===== src/rtl/button_event_decoder.sv =====
// button_event_decoder: turns a debounced button level into single-cycle press/release/short/long
// strobes, an optional auto-repeat strobe while held, and a registered "held" level.
// Optional feature macro: BTN_EVENT_AUTOREPEAT_EN (defined: auto-repeat strobes are generated;
// undefined: repeat counter is not built and repeat_pulse is tied low).
// All outputs are registered; every strobe appears on the edge that samples its trigger.

module button_event_decoder #(
  parameter int unsigned LONG_CYCLES   = 50_000_000,
  parameter int unsigned REPEAT_CYCLES = 10_000_000,
  parameter int unsigned CNT_WIDTH     = 26
) (
  input  logic clk,
  input  logic reset,
  input  logic debounce,
  output logic press_pulse,
  output logic release_pulse,
  output logic short_press,
  output logic long_press,
  output logic repeat_pulse,
  output logic held
);

  // Elaboration-time sanity checks on the configuration.
  if (LONG_CYCLES < 2) begin : g_bad_long
    $error("button_event_decoder: LONG_CYCLES must be >= 2");
  end
  if (REPEAT_CYCLES < 1) begin : g_bad_repeat
    $error("button_event_decoder: REPEAT_CYCLES must be >= 1");
  end

  typedef enum logic [1:0] {
    StIdle,
    StPressed,
    StLong
  } state_e;

  // Hold count value on the edge that promotes a press to long.
  localparam logic [CNT_WIDTH-1:0] HoldLast = CNT_WIDTH'(LONG_CYCLES - 1);

  state_e               state_q;
  logic                 btn_q;
  logic [CNT_WIDTH-1:0] hold_cnt_q;

`ifdef BTN_EVENT_AUTOREPEAT_EN
  // Repeat count value on the edge that emits a repeat strobe.
  localparam logic [CNT_WIDTH-1:0] RepLast = CNT_WIDTH'(REPEAT_CYCLES - 1);

  logic [CNT_WIDTH-1:0] rep_cnt_q;
`else
  assign repeat_pulse = 1'b0;
`endif

  // Event FSM: state, counters and all registered outputs in one clocked process.
  always_ff @(posedge clk or posedge reset) begin
    if (reset) begin
      state_q       <= StIdle;
      btn_q         <= 1'b0;
      hold_cnt_q    <= '0;
      press_pulse   <= 1'b0;
      release_pulse <= 1'b0;
      short_press   <= 1'b0;
      long_press    <= 1'b0;
      held          <= 1'b0;
`ifdef BTN_EVENT_AUTOREPEAT_EN
      rep_cnt_q     <= '0;
      repeat_pulse  <= 1'b0;
`endif
    end else begin
      btn_q         <= debounce;
      // Strobes default low so each lasts exactly one cycle.
      press_pulse   <= 1'b0;
      release_pulse <= 1'b0;
      short_press   <= 1'b0;
      long_press    <= 1'b0;
`ifdef BTN_EVENT_AUTOREPEAT_EN
      repeat_pulse  <= 1'b0;
`endif

      case (state_q)
        StIdle: begin
          if (debounce && !btn_q) begin
            press_pulse <= 1'b1;
            held        <= 1'b1;
            hold_cnt_q  <= CNT_WIDTH'(1);
            state_q     <= StPressed;
          end
        end

        StPressed: begin
          if (debounce) begin
            if (hold_cnt_q == HoldLast) begin
              long_press <= 1'b1;
`ifdef BTN_EVENT_AUTOREPEAT_EN
              rep_cnt_q  <= '0;
`endif
              state_q    <= StLong;
            end else begin
              hold_cnt_q <= hold_cnt_q + CNT_WIDTH'(1);
            end
          end else begin
            release_pulse <= 1'b1;
            short_press   <= 1'b1;
            held          <= 1'b0;
            hold_cnt_q    <= '0;
            state_q       <= StIdle;
          end
        end

        StLong: begin
          if (debounce) begin
            // hold_cnt_q is frozen here so arbitrarily long holds never wrap it.
`ifdef BTN_EVENT_AUTOREPEAT_EN
            if (rep_cnt_q == RepLast) begin
              repeat_pulse <= 1'b1;
              rep_cnt_q    <= '0;
            end else begin
              rep_cnt_q    <= rep_cnt_q + CNT_WIDTH'(1);
            end
`endif
          end else begin
            release_pulse <= 1'b1;
            held          <= 1'b0;
            hold_cnt_q    <= '0;
            state_q       <= StIdle;
          end
        end

        default: begin
          held       <= 1'b0;
          hold_cnt_q <= '0;
          state_q    <= StIdle;
        end
      endcase
    end
  end

endmodule

===== config.mk =====
export PLATFORM = sky130hd
export DESIGN_NAME = button_event_decoder
export DESIGN_NICKNAME = d
export VERILOG_FILES = /design/src/rtl/button_event_decoder.sv
export SDC_FILE = /design/constraint.sdc
export NUM_CORES = 1
export LEC_CHECK = 0
export ABC_AREA = 1
export CORE_UTILIZATION = 40
export CTS_BUF_LIST = sky130_fd_sc_hd__clkbuf_4 sky130_fd_sc_hd__clkbuf_8
export DETAILED_ROUTE_END_ITERATION = 10
export PLACE_DENSITY = 0.6
export SYNTH_ARGS = -nofsm -noshare
export SYNTH_HDL_FRONTEND = slang
export SYNTH_SLANG_ARGS = --single-unit

===== constraint.sdc =====
create_clock -name clk -period 2.1 [get_ports clk]
set_clock_uncertainty 0.1 [all_clocks]
set_input_delay 0.63 -clock clk [delete_from_list [all_inputs] [get_ports clk]]
set_output_delay 0.63 -clock clk [all_outputs]
set_load 0.1 [all_outputs]

==> results.md, run 1 <==
* Die area at 5832 µm²
* Drt via density at 4.664
* Synth Net Count at 343
* GR Util met3 at 0.03473
* Setup ws final at 167.1 ps
* Setup-failing EPs final at 0
* Layout cells sized above 1 at 0.1014
* Worst setup EP type: flop
* Overall power at 2.188 mW
* WL/cell at 11.35 µm
* Hold WC Path Type: reg -> reg
* Core box area at 5205 µm²
* Mean Syn Cell Area at 6.584 µm²
* Slowest stage delay, CP at 550 ps
* First-pass detailed-route iteration total at 4
* I/O Buffers at 7
* Die height at 76.37 µm
* Fin util at 0.4904
* Outcome: completed
* Residual DRC at 0
* Global-route wire length before repair at 8.728 mm
* Final Hold Vio Count at 0
* Final nets at 361
* Routed WL at 4.823 mm
* Cts hold-fix bufs at 0
* Largest net degree at the start of global routing at 35
* HPWL after DPL at 3.554 mm
* Pre-CTS setup slack at -165.0 ps
* Fin Setup TNS at 0 ps
* Area growth syn-to-layout at 15.38%
* Final Max Tran Viols at 0
* Max FO, Critical Path at 11
* Register bit total from synthesis at 34
* Post-synthesis sequential area ratio at 0.3846
* Grt met2 use at 0.2838
* Site row count at 26
* RSZ-0062 raised after global routing: false
* DRT antenna net count at 0
* Flop pwr share at 0.353
* Worst EP required at 2200 ps
* Finished Layout Cells at 425
* Power Density at 857.1 nW/µm²
* Final hold slack at 444.5 ps
* Postcts setup bufs at 0
* Cell Int Power at 1.295 mW
* Peak VDD IR at 0.0007566 V
* TritonCTS clock tree: built
* Critical path launch point type: input pin
* Sink Count at 34
* Leak at 1.257 nW
* Reg2Reg Setup Slack at 190 ps
* Number of global-route vias before repair at 1,897
* PostCTS Resize Cnt at 0
* Root buf cell: clkbuf_8
* Clock-pin slew of the registers on the worst-case setup and hold paths at 70 ps
* Initial DRC count at 115
* Max_cap viols at 0
* Met1 Usage GRT at 0.2646
* Fmax achieved at 517.4 MHz
* Comb pwr share at 0.412
* Inserted Clock Buffers at 5
* Worst-path cell chain: clkdlybuf4s50_1 -> nand2_1 -> a22oi_1 -> buf_4 -> nand2_1 -> o21ai_0
* Most frequent CP cell: nand2_1
* Gpl congestion at 0.9299
* Initial antenna violation count at 0
* IO Count at 9
* Worst EP arrival at 2030 ps
* Die X at 76.37 µm
* Number of diodes at 0
* Clock Path Buffers at 2
* Post-DP Area at 2457 µm²
* Slowest CP cell: clkdlybuf4s50_1
* Initial Util at 0.4250
* Area leader, netlist: dfrtp_1
* Fin crit share at 0.9204
* Cell variety after synth at 29
* Mapped cell area at 2212 µm²
* Clk pwr share at 0.235
* P_sw at 0.8927 mW
* Worst path top cell family by delay: buffers and inverters
* GRT busiest layer: met2
* Kind of critical path: in -> reg
* Fillers at 546
* Post-Syn Instances at 336
* Ys Warns at 0
* Grt ovf at 0
* Buf/Inv on CP at 2
* Global-route usage over all layers at 0.1891
* Htree depth at 2
* Final min period at 1933 ps
* Clk_lat worst skew at 290 ps
* Design area at 2552 µm²
* Via count at 1,982
* Sw Ratio at 0.4081
* Share of the synthesized area in the top cell type at 0.3846
* Synth area leaders: dfrtp_1 (38%), nand2_1 (20%), inv_1 (8.3%)
* Placed cells at 417
-- cell type report --
class | count | area, µm² | share of cell area
Clock inverter | 1 | 5.005 | 0.001961
Multi-Input combinational cell | 242 | 1101 | 0.4314
Clock buffer | 7 | 90.09 | 0.03529
Tap cell | 70 | 87.58 | 0.03431
Timing Repair Buffer | 19 | 222.7 | 0.08725
Sequential cell | 34 | 850.8 | 0.3333
Inverter | 52 | 195.2 | 0.07647
-- synth_stat cells (all sizes together) --
| master | count |
|---|---|
| nand3 | 29 |
| o21ai | 19 |
| clkinv | 1 |
| nand3b | 1 |
| a21oi | 2 |
| dfrtp | 34 |
| nand2 | 117 |
| or2 | 1 |
| nor3b | 1 |
| nor2 | 47 |
| and2 | 1 |
| nor3 | 6 |
| o21bai | 1 |
| a22oi | 1 |
| ha | 4 |
| inv | 51 |
| buf | 8 |
| xor2 | 6 |
| conb | 1 |
| nand4 | 5 |
-- metal layers --
layer | vias up | part of all wire
li1 | 1066 | -
met1 | 859 | 0.51
met2 | 48 | 0.42
met3 | 9 | 0.045
met4 | 0 | 0.018
met5 | - | 0
-- cell usage in the layout (no fill, tap or decap) --
| cell type | count |
|---|---|
| buf_4 | 11 |
| clkinv_1 | 1 |
| nand3b_1 | 1 |
| a22oi_1 | 1 |
| ha_1 | 4 |
| o21ai_1 | 9 |
| nand2_2 | 1 |
| nor2_1 | 43 |
| dfrtp_1 | 34 |
| nand4_1 | 5 |
| o21bai_1 | 1 |
| nand3_1 | 28 |
| nand3_2 | 1 |
| conb_1 | 1 |
| clkdlybuf4s50_1 | 2 |
| clkbuf_4 | 1 |
| a21oi_1 | 2 |
| o21ai_0 | 8 |
| xor2_1 | 6 |
| nor2_2 | 4 |
| o21ai_2 | 2 |
| inv_1 | 49 |
| clkinv_2 | 1 |
| nand2_1 | 116 |
| or2_2 | 1 |
| clkbuf_8 | 6 |
| nor3b_1 | 1 |
| buf_12 | 6 |
| and2_1 | 1 |
| inv_2 | 2 |
| nor3_1 | 6 |
-- path summary, 6_finish.rpt --
| path | startpoint | to | depth (start not counted) |
|---|---|---|---|
| max | debounce | state_q[0] | 6 |
| min in group asynchronous | reset | hold_cnt_q[20] | 3 |
| max reg2reg | hold_cnt_q[0] | hold_cnt_q[22] | 10 |
| min | hold_cnt_q[1] | hold_cnt_q[1] | 2 |
| min reg2reg | hold_cnt_q[1] | hold_cnt_q[1] | 2 |
| max in group asynchronous | reset | hold_cnt_q[8] | 3 |
-- state kept, by name (all words and copies together) (netlist names) --
signal         cells
short_press        1
press_pulse        1
hold_cnt_q        26
release_pulse      1
long_press         1
state_q            2
held               1
btn_q              1
-- logic make-up after synthesis --
group,count (synthesis),share of synthesized area
AOI/OAI and AO/OA,23,0.05770
xor gates and xnor gates,6,0.02376
adders and majority gates,4,0.02263
buffers and inverters,60,0.1176
DFF,34,0.3846
other,1,0.001695
and+or+nand+nor,208,0.3920
-- power groups by stage --
| stage | Clock, mW | Sequential, mW | Combinational (mW) |
|---|---|---|---|
| 2_1_floorplan | 0 | 0.943 | 0.481 |
| 3_3_place_gp | 0 | 0.784 | 0.888 |
| 3_5_place_dp | 0 | 0.786 | 0.905 |
| 4_1_cts | 0.533 | 0.774 | 0.907 |
| 5_1_grt | 0.563 | 0.783 | 0.997 |
| 6_report | 0.514 | 0.773 | 0.900 |
-- worst min-delay path: cells and delay by family, from the launching register on --
kind / cells / cell delay [ps]
AOI/OAI and AO/OA: 1 / 60
DFF: 1 / 390
and+or+nand+nor: 1 / 60
(Power assumes the default switching activity.)
==> run 2, diff against run 1 <==
Settings changed: CAP_MARGIN from default to 30, DONT_BUFFER_PORTS from default to 1, PLACE_DENSITY 0.6 to 0.58.
==> results.md, run 2 (synthesis gave the netlist of run 1 again) <==
* Outcome: completed
* Global-route usage over all layers at 0.1912
* Reg2Reg Setup Slack at 210 ps
* Fmax achieved at 527.8 MHz
* Worst r2r src: hold_cnt_q[0]
* Final Max Tran Viols at 0
* Final nets at 354
* Grt ovf at 0
* Worst Setup SP: hold_cnt_q[0]
* PostCTS Resize Cnt at 0
* Setup-failing EPs final at 0
* Core box area at 5205 µm²
* Clock-pin slew of the registers on the worst-case setup and hold paths at 70 ps
* Layout cells sized above 1 at 0.08908
* Die height at 76.37 µm
* Largest net degree at the start of global routing at 35
* Biggest regs: hold_cnt_q: 26 flops, state_q: 2 flops
* Initial DRC count at 135
* Peak VDD IR at 0.0005858 V
* HPWL after DPL at 3.707 mm
* Power Density at 928.6 nW/µm²
* Cts hold-fix bufs at 0
* Global-route wire length before repair at 8.825 mm
* I/O Buffers at 0
* Postcts setup bufs at 0
* TritonCTS clock tree: built
* Fin Setup TNS at 0 ps
* Gpl congestion at 0.9267
* Initial Util at 0.4250
* Die X at 76.37 µm
* Routed WL at 4.933 mm
* Area growth syn-to-layout at 11.54%
* Critical path launch point type: flop
* Placed cells at 410
* Fin util at 0.4740
* Via count at 1,924
* IO Count at 9
* Initial antenna violation count at 0
* Htree depth at 2
* Post-DP Area at 2325 µm²
* Final hold slack at 216.6 ps
* Kind of critical path: reg -> reg
* Worst R2R Path Depth at 10
* Sink Count at 34
* Final Hold Vio Count at 0
* Clock Path Buffers at 2
* Pre-CTS setup slack at 215.5 ps
* Clk_lat worst skew at 280 ps
* Critical R2R Capture: hold_cnt_q[22]
* Fillers at 560
* Leak at 1.224 nW
* WL/cell at 11.80 µm
* Design area at 2467 µm²
* Worst setup EP type: flop
* Most common cell after layout, fill and taps aside: nand2_1
* Largest register FFs at 26
* Worst EP arrival at 1980 ps
* Fin crit share at 0.9023
* Max FO, Critical Path at 7
* Site row count at 26
* DRT antenna net count at 0
* Overall power at 2.291 mW
* Finished Layout Cells at 418
* Residual DRC at 0
* Largest Register: hold_cnt_q
* Number of diodes at 0
* Die area at 5832 µm²
* First-pass detailed-route iteration total at 4
* Commonest cells after routing, fill and taps aside: nand2_1 (116), inv_1 (49), nor2_1 (43)
* Max_cap viols at 0
* Drt via density at 4.603
* Final min period at 1895 ps
* Root buf cell: clkbuf_8
* Inserted Clock Buffers at 5
* Hold WC Path Type: in -> async
* End of the critical path: hold_cnt_q[22]
* RSZ-0062 raised after global routing: false
* Worst EP required at 2190 ps
* Setup ws final at 205.2 ps
* Number of global-route vias before repair at 1,898
run 2: area by class of cell:
class | count | area [µm²] | area share
clock buffer | 6 | 82.58 | 0.03347
tap | 70 | 87.58 | 0.03550
sequential | 34 | 850.8 | 0.3448
timing repair buffer | 12 | 90.09 | 0.03651
multi-input combinational | 242 | 1101 | 0.4462
inverter | 52 | 195.2 | 0.07911
clock inverter | 2 | 60.06 | 0.02434
run 2: layer usage:
layer,up-vias,global-route usage,share of wire
met4,0,0.05769,0.012
met5,-,0,0
li1,1051,-,-
met1,838,0.2707,0.52
met2,29,0.2973,0.43
met3,6,0.03234,0.040
run 2: critical path, stage by stage (launching register included):
cell and delay (ps):
dfrtp_1 390, ha_1 220, nand3_1 160, nor2_2 240, nand3_1 200, nor2_1 200, nand2_1 70, nand2_1 60
nand2_1 50, nand2_1 80, inv_1 30
run 2: where the power goes:
part           switching (mW)  internal [mW]
combinational           0.593          0.190
sequential             0.0384          0.715
clock                   0.249          0.507
total                   0.880           1.41
run 2: how the worst min path moves through the flow:
stage | endpoint | slack, ps | startpoint | depth (start not counted)
floorplan | press_pulse | 380 | btn_q | 3
global placement | state_q[0] | 410 | state_q[0] | 2
detailed placement | press_pulse | 410 | btn_q | 3
CTS | hold_cnt_q[8] | 240 | reset | 2
global route | state_q[0] | 250 | reset | 2
finish | hold_cnt_q[22] | 220 | reset | 2
==> run 3, diff against run 2 <==
Settings changed: CORE_MARGIN from default to 2.
==> results.md, run 3 (synthesis gave the netlist of run 1 again) <==
* Outcome: completed
* Final min period at 1862 ps
* Worst EP arrival at 1950 ps
* Worst path top cell family by delay: simple AND/OR/NAND/NOR gates
* Final Hold Vio Count at 0
* Via count at 1,985
* Drt via density at 4.726
* Slowest CP cell: dfrtp_1
* Worst setup EP type: flop
* Peak VDD IR at 0.0006548 V
* Max_cap viols at 0
* Cts hold-fix bufs at 0
* Fin crit share at 0.8866
* Worst r2r src: hold_cnt_q[0]
* Kind of critical path: reg -> reg
* Gpl congestion at 0.9086
* Slowest stage delay, CP at 390 ps
* Largest net degree at the start of global routing at 35
* Comb pwr share at 0.367
* Cell Int Power at 1.253 mW
* DRT antenna net count at 0
* RSZ-0062 raised after global routing: false
* Clk pwr share at 0.280
* Hold WC Path Type: in -> async
* Die area at 6141 µm²
* Core box area at 5439 µm²
* TritonCTS clock tree: built
* Initial DRC count at 111
* Initial antenna violation count at 0
* Buf/Inv on CP at 1
* Power Density at 875.1 nW/µm²
* Die height at 78.37 µm
* Most frequent CP cell: nand2_1
* Inserted Clock Buffers at 5
* I/O Buffers at 0
* IO Count at 9
* Worst EP required at 2190 ps
* Residual DRC at 0
* First-pass detailed-route iteration total at 4
* Commonest cells after routing, fill and taps aside: nand2_1 (116), inv_1 (49), nor2_1 (43)
* Overall power at 2.132 mW
* Final Max Tran Viols at 0
* HPWL after DPL at 3.719 mm
* P_sw at 0.8788 mW
* Sw Ratio at 0.4122
* Largest register FFs at 26
* FF/Latch Area at 850.8 µm²
* Worst-path cell chain: ha_1 -> nand3_1 -> nor2_2 -> nand3_1 -> nor2_1 -> nand2_1 -> nand2_1 -> nand2_1 -> nand2_1 -> inv_1
* Leak at 1.210 nW
* Sink Count at 34
* Reg2Reg Setup Slack at 240 ps
* Fin Setup TNS at 0 ps
* Site row count at 27
* Htree depth at 2
* Clock Path Buffers at 2
* Most common cell after layout, fill and taps aside: nand2_1
* Root buf cell: clkbuf_8
* Postcts setup bufs at 0
* Initial Util at 0.4067
* Global-route wire length before repair at 8.942 mm
* Clk_lat worst skew at 290 ps
* Global-route usage over all layers at 0.1845
* Fin util at 0.4479
* Max FO, Critical Path at 7
* Setup-failing EPs final at 0
* WL/cell at 11.96 µm
* Fillers at 567
* Flop pwr share at 0.353
* Grt ovf at 0
* Number of global-route vias before repair at 1,859
* Area growth syn-to-layout at 10.12%
* Multi-input gate area in the final layout at 1101 µm²
* PostCTS Resize Cnt at 0
* Die X at 78.37 µm
* Layout cells sized above 1 at 0.08908
* Biggest regs: hold_cnt_q: 26 flops, state_q: 2 flops
* Largest Register: hold_cnt_q
* Number of diodes at 0
* Final nets at 354
* Critical R2R Capture: hold_cnt_q[22]
* Clock-pin slew of the registers on the worst-case setup and hold paths at 80 ps
* Fmax achieved at 537.1 MHz
* Critical path launch point type: flop
* Routed WL at 5.024 mm
* Worst R2R Path Depth at 10
run 3: stage by stage:
step / cell area [µm²] / hold slack [ps] / worst slack (ps) / std cells
2_1_floorplan: 2212 / 377.4 / 421.1 / 336
3_3_place_gp: 2327 / 407.3 / 307.5 / 412
3_5_place_dp: 2327 / 412.4 / 251.4 / 412
4_1_cts: 2436 / 231.7 / 224.6 / 420
5_1_grt: 2436 / 247.5 / 1.492 / 420
6_report: 2436 / 219.4 / 238.1 / 420
run 3: worst register-to-register path, stage by stage (launching register included):
cell     delay (ps)
dfrtp_1         390
ha_1            220
nand3_1         150
nor2_2          240
nand3_1         200
nor2_1          180
nand2_1          70
nand2_1          50
nand2_1          50
nand2_1          80
inv_1            40
run 3: final cells by class:
type | count | area share
Timing Repair Buffer | 12 | 0.03698
Multi-Input combinational cell | 242 | 0.4520
Tap cell | 72 | 0.03698
Inverter | 52 | 0.08012
Sequential cell | 34 | 0.3493
Clock inverter | 3 | 0.01644
Clock buffer | 5 | 0.02825
run 3: worst max path at each step:
stage / end / start / depth (start not counted) / slack (ps)
final: hold_cnt_q[22] / hold_cnt_q[0] / 10 / 240
after global routing: hold_cnt_q[18] / hold_cnt_q[1] / 10 / 1
after CTS: hold_cnt_q[22] / hold_cnt_q[0] / 10 / 220
after detailed placement: hold_cnt_q[22] / hold_cnt_q[0] / 10 / 250
after global placement: hold_cnt_q[17] / hold_cnt_q[0] / 11 / 310
after floorplan: hold_cnt_q[2] / debounce / 8 / 420
run 3: routing by layer:
metal  GRT usage  share of wire
met5           0              0
met4     0.06316          0.011
met1      0.2684           0.51
met3     0.03218          0.043
met2      0.2767           0.44
run 3: power by group through the flow:
stage	logic, mW	clock network [mW]	registers [mW]
floorplan	0.481	0	0.943
global placement	0.785	0	0.764
detailed placement	0.781	0	0.768
CTS	0.784	0.617	0.755
global route	0.865	0.641	0.760
finish	0.782	0.596	0.753
==> edit 1 (config.mk and constraints of run 3) <==
Re-encode `state_e` (3 states) as one-hot, 3 bits wide.
--- a/src/rtl/button_event_decoder.sv
+++ b/src/rtl/button_event_decoder.sv
@@ -28,10 +28,10 @@
     $error("button_event_decoder: REPEAT_CYCLES must be >= 1");
   end
 
-  typedef enum logic [1:0] {
-    StIdle,
-    StPressed,
-    StLong
+  typedef enum logic [2:0] {
+    StIdle    = 3'b001,
+    StPressed = 3'b010,
+    StLong    = 3'b100
   } state_e;
 
   // Hold count value on the edge that promotes a press to long.
Formal check against the unedited RTL: no difference found for any inputs over 10 cycles, from zero or initial values and one cycle with reset high; not proved beyond that.
==> edit 1 against run 3 <==
Worst setup slack better by 67 ps; cell count is 5.0% lower; die area is 2.6% lower; critical path depth is 2 lower; area after synthesis is 2.7% lower; wire length is 6.9% lower; total power is 20% lower; design area is 2.6% lower; sequential cell count is 1 higher.
==> edit 1: results (changes against run 3) <==
| Metric | Value |
|---|---|
| Status | `finished clean` |
| TritonCTS Buffers | `5 (unchanged)` |
| Resized cells post-CTS | `0 (unchanged)` |
| WL final | `4680 µm (-6.9%)` |
| Arrival time worst endpoint | `1920 ps (-30 ps)` |
| Sequential area share after synthesis | `40.8% (+2.3 points)` |
| Initial antenna violation count | `0 (unchanged)` |
| GPL Wtd Cong | `0.843 (-7.2%)` |
| I/O Buffers | `0 (unchanged)` |
| Gr usage total | `18.0% (-0.41 points)` |
| Largest registers | `hold_cnt_q (26), state_q (3)` |
| Maximum VDD drop | `0.000328 V (-50%)` |
| Vias in the first global route | `1,840 (-1.0%)` |
| Vias/cell | `4.59 (-2.8%)` |
| Largest net degree at the start of global routing | `36 (+2.9%)` |
| Layout cell share with drive strength beyond 1 | `10.6% (+1.7 points)` |
| Total iterations of the first detailed-routing run | `4 (unchanged)` |
| Syn. warnings | `0 (unchanged)` |
| Post-Syn Instances | `317 (-5.7%)` |
| Ys async rst share | `100% (unchanged)` |
| Initial drt markers | `109 (-1.8%)` |
| Synth cell types | `31 (+6.9%)` |
| Clock buffer depth | `2 (unchanged)` |
| DP HPWL | `3510 µm (-5.7%)` |
| Root Buffer | `clkbuf_8` |
| Final net count | `332 (-6.2%)` |
| Top cells by count, synth | `145 x nand2_1, 34 x dfrtp_1, 34 x inv_1` |
| Worst min path class | `in2async` |
| Worst-path fanout max | `26 (+19)` |
| Antenna diodes | `0 (unchanged)` |
| First-pass GRT wire length | `8580 µm (-4.1%)` |
| Syn Nets | `321 (-6.4%)` |
| Clock latency on the worst-skew pair | `290 ps (about the same)` |
| Reg clk slew, reported paths | `70 ps` |
| Leak | `1.22 nW (+0.53%)` |
| Top cells by area, synth | `dfrtp_1 40%, nand2_1 25%, inv_1 5.9%` |
| Final setup viols | `0 (unchanged)` |
| H-tree lvl count | `2 (unchanged)` |
| Setup Fix Bufs, Post-CTS | `0 (unchanged)` |
==> edit 1: area by class of cell <==
class,instances,area [µm²]
clock buffers,8,104
fillers,574,2770
inverters,36,135
multi-input cells,241,1100
flip-flops and latches,35,877
well taps,70,87.6
repair buffers,9,67.6
==> edit 1: cells by family (layout without fill, tap and decap cells) <==
group	count (synthesis)	in the layout	synth area share, %
DFF	35	35	40.8
and+or+nand+nor	223	223	45.3
AOI/OAI and AO/OA	11	11	3.08
adders and majority gates	1	1	0.581
buffers and inverters	41	53	8.08
other	1	1	0.174
xor gates and xnor gates	5	5	2.03
==> edit 1: path summary, 6_finish.rpt <==
check | startpoint | to | slack (ps) | cells past startpoint
worst max-delay path | state_q[0] | hold_cnt_q[25] | 310 | 8
worst max register to register | state_q[0] | hold_cnt_q[25] | 310 | 8
min in group clk | debounce | btn_q | 260 | 0
worst min-delay path | reset | hold_cnt_q[20] | 230 | 2
worst min register to register | btn_q | press_pulse | 370 | 1
max in group asynchronous | reset | state_q[0] | 1330 | 2
==> edit 1: critical path: stages (launching register included) <==
cell,delay (ps)
dfstp_2,520
inv_1,60
nor3_1,250
o21ai_1,140
nand2_1,150
inv_2,100
nand2_4,260
nand2_1,80
nand2_1,70
==> edit 1: layer usage <==
layer	global-route usage, %	up-vias	wire [µm]
li1	-	989	-
met1	23.9	813	2280
met2	28.8	21	2160
met3	3.49	10	137
met4	7.68	0	93
met5	0	-	0
==> edit 1: power breakdown <==
part / switching, W / internal (W) / leakage [nW]
Sequential: 0.0000240 / 0.000722 / 0.479
Combinational: 0.000309 / 0.0000822 / 0.682
Clock: 0.000247 / 0.000312 / 0.0549
==> edit 1: through the flow <==
stage                     setup slack, ps  cells  utilization [%]  instance area [µm²]
after global routing                 61.8    399             46.2                 2370
after global placement                326    391             44.1                 2270
after floorplan                       477    317                -                 2150
final                                 305    399             46.2                 2370
after detailed placement              335    391             44.1                 2270
after CTS                             320    399             46.2                 2370
==> edit 2 (flow settings as in run 3) <==
Made on the original files. Set the parameter `CNT_WIDTH` to 13 (it was 26).
--- a/src/rtl/button_event_decoder.sv
+++ b/src/rtl/button_event_decoder.sv
@@ -7,7 +7,7 @@
 module button_event_decoder #(
   parameter int unsigned LONG_CYCLES   = 50_000_000,
   parameter int unsigned REPEAT_CYCLES = 10_000_000,
-  parameter int unsigned CNT_WIDTH     = 26
+  parameter int unsigned CNT_WIDTH     = 13
 ) (
   input  logic clk,
   input  logic reset,
Function: no difference found for any inputs over 10 cycles, from zero or initial values and one cycle with reset high; that may be too few to reach the edited logic, so the function may still have changed.
==> edit 2 against run 3 <==
Area after synthesis fell by 47%; core utilization rose by 1.0 points; clock power fell by 67%; sequential share of layout area rose by 6.3 points; worst setup slack improved by 180 ps; total power fell by 40%; wire length fell by 58%; critical path type is now reg2out; cell count fell by 56%; design area fell by 48%; sequential cell count fell by 13.
==> edit 2: results (changes against run 3) <==
| Metric | Value |
|---|---|
| Status | `finished clean` |
| Syn Nets | `154 (-55%)` |
| Total iterations of the first detailed-routing run | `4 (unchanged)` |
| Initial drt markers | `19 (-83%)` |
| Vias in the first global route | `887 (-52%)` |
| Vias after detailed routing | `882 (-56%)` |
| Mux contribution to synthesized area | `0% (unchanged)` |
| Leak | `0.601 nW (-50%)` |
| Largest registers | `hold_cnt_q (13), state_q (2)` |
| Crit-path slowest cell | `dfrtp_1` |
| Root Buffer | `clkbuf_4` |
| Max incr delay on CP | `350 ps (-40 ps)` |
| Net Switching | `0.000601 W (-32%)` |
| GPL Wtd Cong | `0.820 (-9.8%)` |
| CP delay by family, top | `flip-flops` |
| Arrival time worst endpoint | `950 ps (-1000 ps)` |
| Syn. warnings | `0 (unchanged)` |
| WL final | `2110 µm (-58%)` |
| Largest net degree at the start of global routing | `13 (-63%)` |
| DP HPWL | `1640 µm (-56%)` |
| Gr usage total | `15.1% (-3.3 points)` |
| Post-Synth XOR/XNOR Area | `5.19% (+2.8 points)` |
| Worst-path fanout max | `2 (-5)` |
| Top cells by area, synth | `dfrtp_1 44%, nand2_1 14%, inv_1 5.4%` |
| Final net count | `163 (-54%)` |
| Crit Reg-Reg Startpoint | `state_q[0]` |
| Resized cells post-CTS | `0 (unchanged)` |
| I/O Buffers | `0 (unchanged)` |
| Main flop type after synthesis | `dfrtp_1` |
| Sequential area share after synthesis | `44.5% (+6.0 points)` |
| Initial antenna violation count | `0 (unchanged)` |
| Antenna diodes | `0 (unchanged)` |
| Layout cell share with drive strength beyond 1 | `14.2% (+5.3 points)` |
| Worst setup startpoint | `held` |
| Synth cell types | `24 (-17%)` |
| TritonCTS Buffers | `3 (-2)` |
| Top cells by count, synth | `43 x nand2_1, 21 x dfrtp_1, 17 x inv_1` |
| Ys async rst share | `100% (unchanged)` |
| Maximum VDD drop | `0.00114 V (+74%)` |
| Reg clk slew, reported paths | `120 ps (+40 ps)` |
| Clock latency on the worst-skew pair | `310 ps (+20 ps)` |
| First-pass GRT wire length | `3860 µm (-57%)` |
| Complex-gate fraction of the synthesized area | `8.58% (+2.8 points)` |
| Synth Area in Adders | `4.24% (+2.0 points)` |
| Worst min path class | `in2async` |
| H-tree lvl count | `1 (-1)` |
| Setup Fix Bufs, Post-CTS | `0 (unchanged)` |
| Clock buffer depth | `2 (unchanged)` |
-- edit 2: cell types whose count changed after synthesis, sizes merged, moves of 4 or more --
cell,delta
nand2,-70
inv,-32
nor2,-30
nand3,-21
dfrtp,-13
buf,-6
nor3,-5
o21ai,-5
nand4,-4
xnor2,+4
-- edit 2: layout make-up --
type	instances	area, µm²
sequential	21	526
clock inverter	1	5.00
fill	279	1510
timing repair buffer	6	45.0
inverter	19	71.3
tap	31	38.8
clock buffer	3	22.5
multi-input combinational	105	566
-- edit 2: cell families (layout without fill, tap and decap cells) --
group           count (synthesis)  in the layout
simple gates                   76             76
xor+xnor                        7              7
other cells                     1              1
compound gates                 17             17
buf+inv                        21             29
fa+ha+maj                       4              4
flops                          21             21
-- edit 2: worst reg2reg max path, delay by kind of cell, from the launching register on --
kind,cells,cell delay [ps]
and+or+nand+nor,2,320
buffers and inverters,1,80
adders and majority gates,1,270
AOI/OAI and AO/OA,2,370
DFF,1,390
-- edit 2: power groups by stage --
| stage | registers, W | logic (W) | clock network (W) |
|---|---|---|---|
| CTS | 0.000501 | 0.000595 | 0.000210 |
| finish | 0.000501 | 0.000590 | 0.000197 |
| floorplan | 0.000687 | 0.000315 | 0 |
| global placement | 0.000506 | 0.000584 | 0 |
| global route | 0.000509 | 0.000647 | 0.000223 |
| detailed placement | 0.000510 | 0.000591 | 0 |
-- edit 2: worst paths after layout --
| check | to | slack, ps | cells after the start |
|---|---|---|---|
| max in group asynchronous | hold_cnt_q[11] | 1360 | 2 |
| hold reg to reg | state_q[1] | 440 | 2 |
| hold / removal | hold_cnt_q[3] | 70 | 1 |
| setup reg to reg | hold_cnt_q[10] | 460 | 6 |
| setup / recovery | held | 420 | 1 |
| min in group clk | btn_q | 230 | 0 |
-- edit 2: per-stage QoR --
step           total power (W)  cell area (µm²)  setup WS (ps)  instances  utilization [%]
6_report               0.00129             1270            416        186             45.8
4_1_cts                0.00131             1270            397        186             45.8
5_1_grt                0.00138             1270            280        186             45.8
3_5_place_dp           0.00110             1250            486        182             44.8
3_3_place_gp           0.00109             1250            514        182             44.8
2_1_floorplan          0.00100             1180            473        147                -
-- edit 2: routing by layer --
layer	vias to the layer above	global-route usage (%)	part of all wire (%)
met1	403	20.5	53
met5	-	0	0
met2	7	23.4	43
met3	5	2.64	1.7
met4	0	7.31	2.3
li1	467	-	-
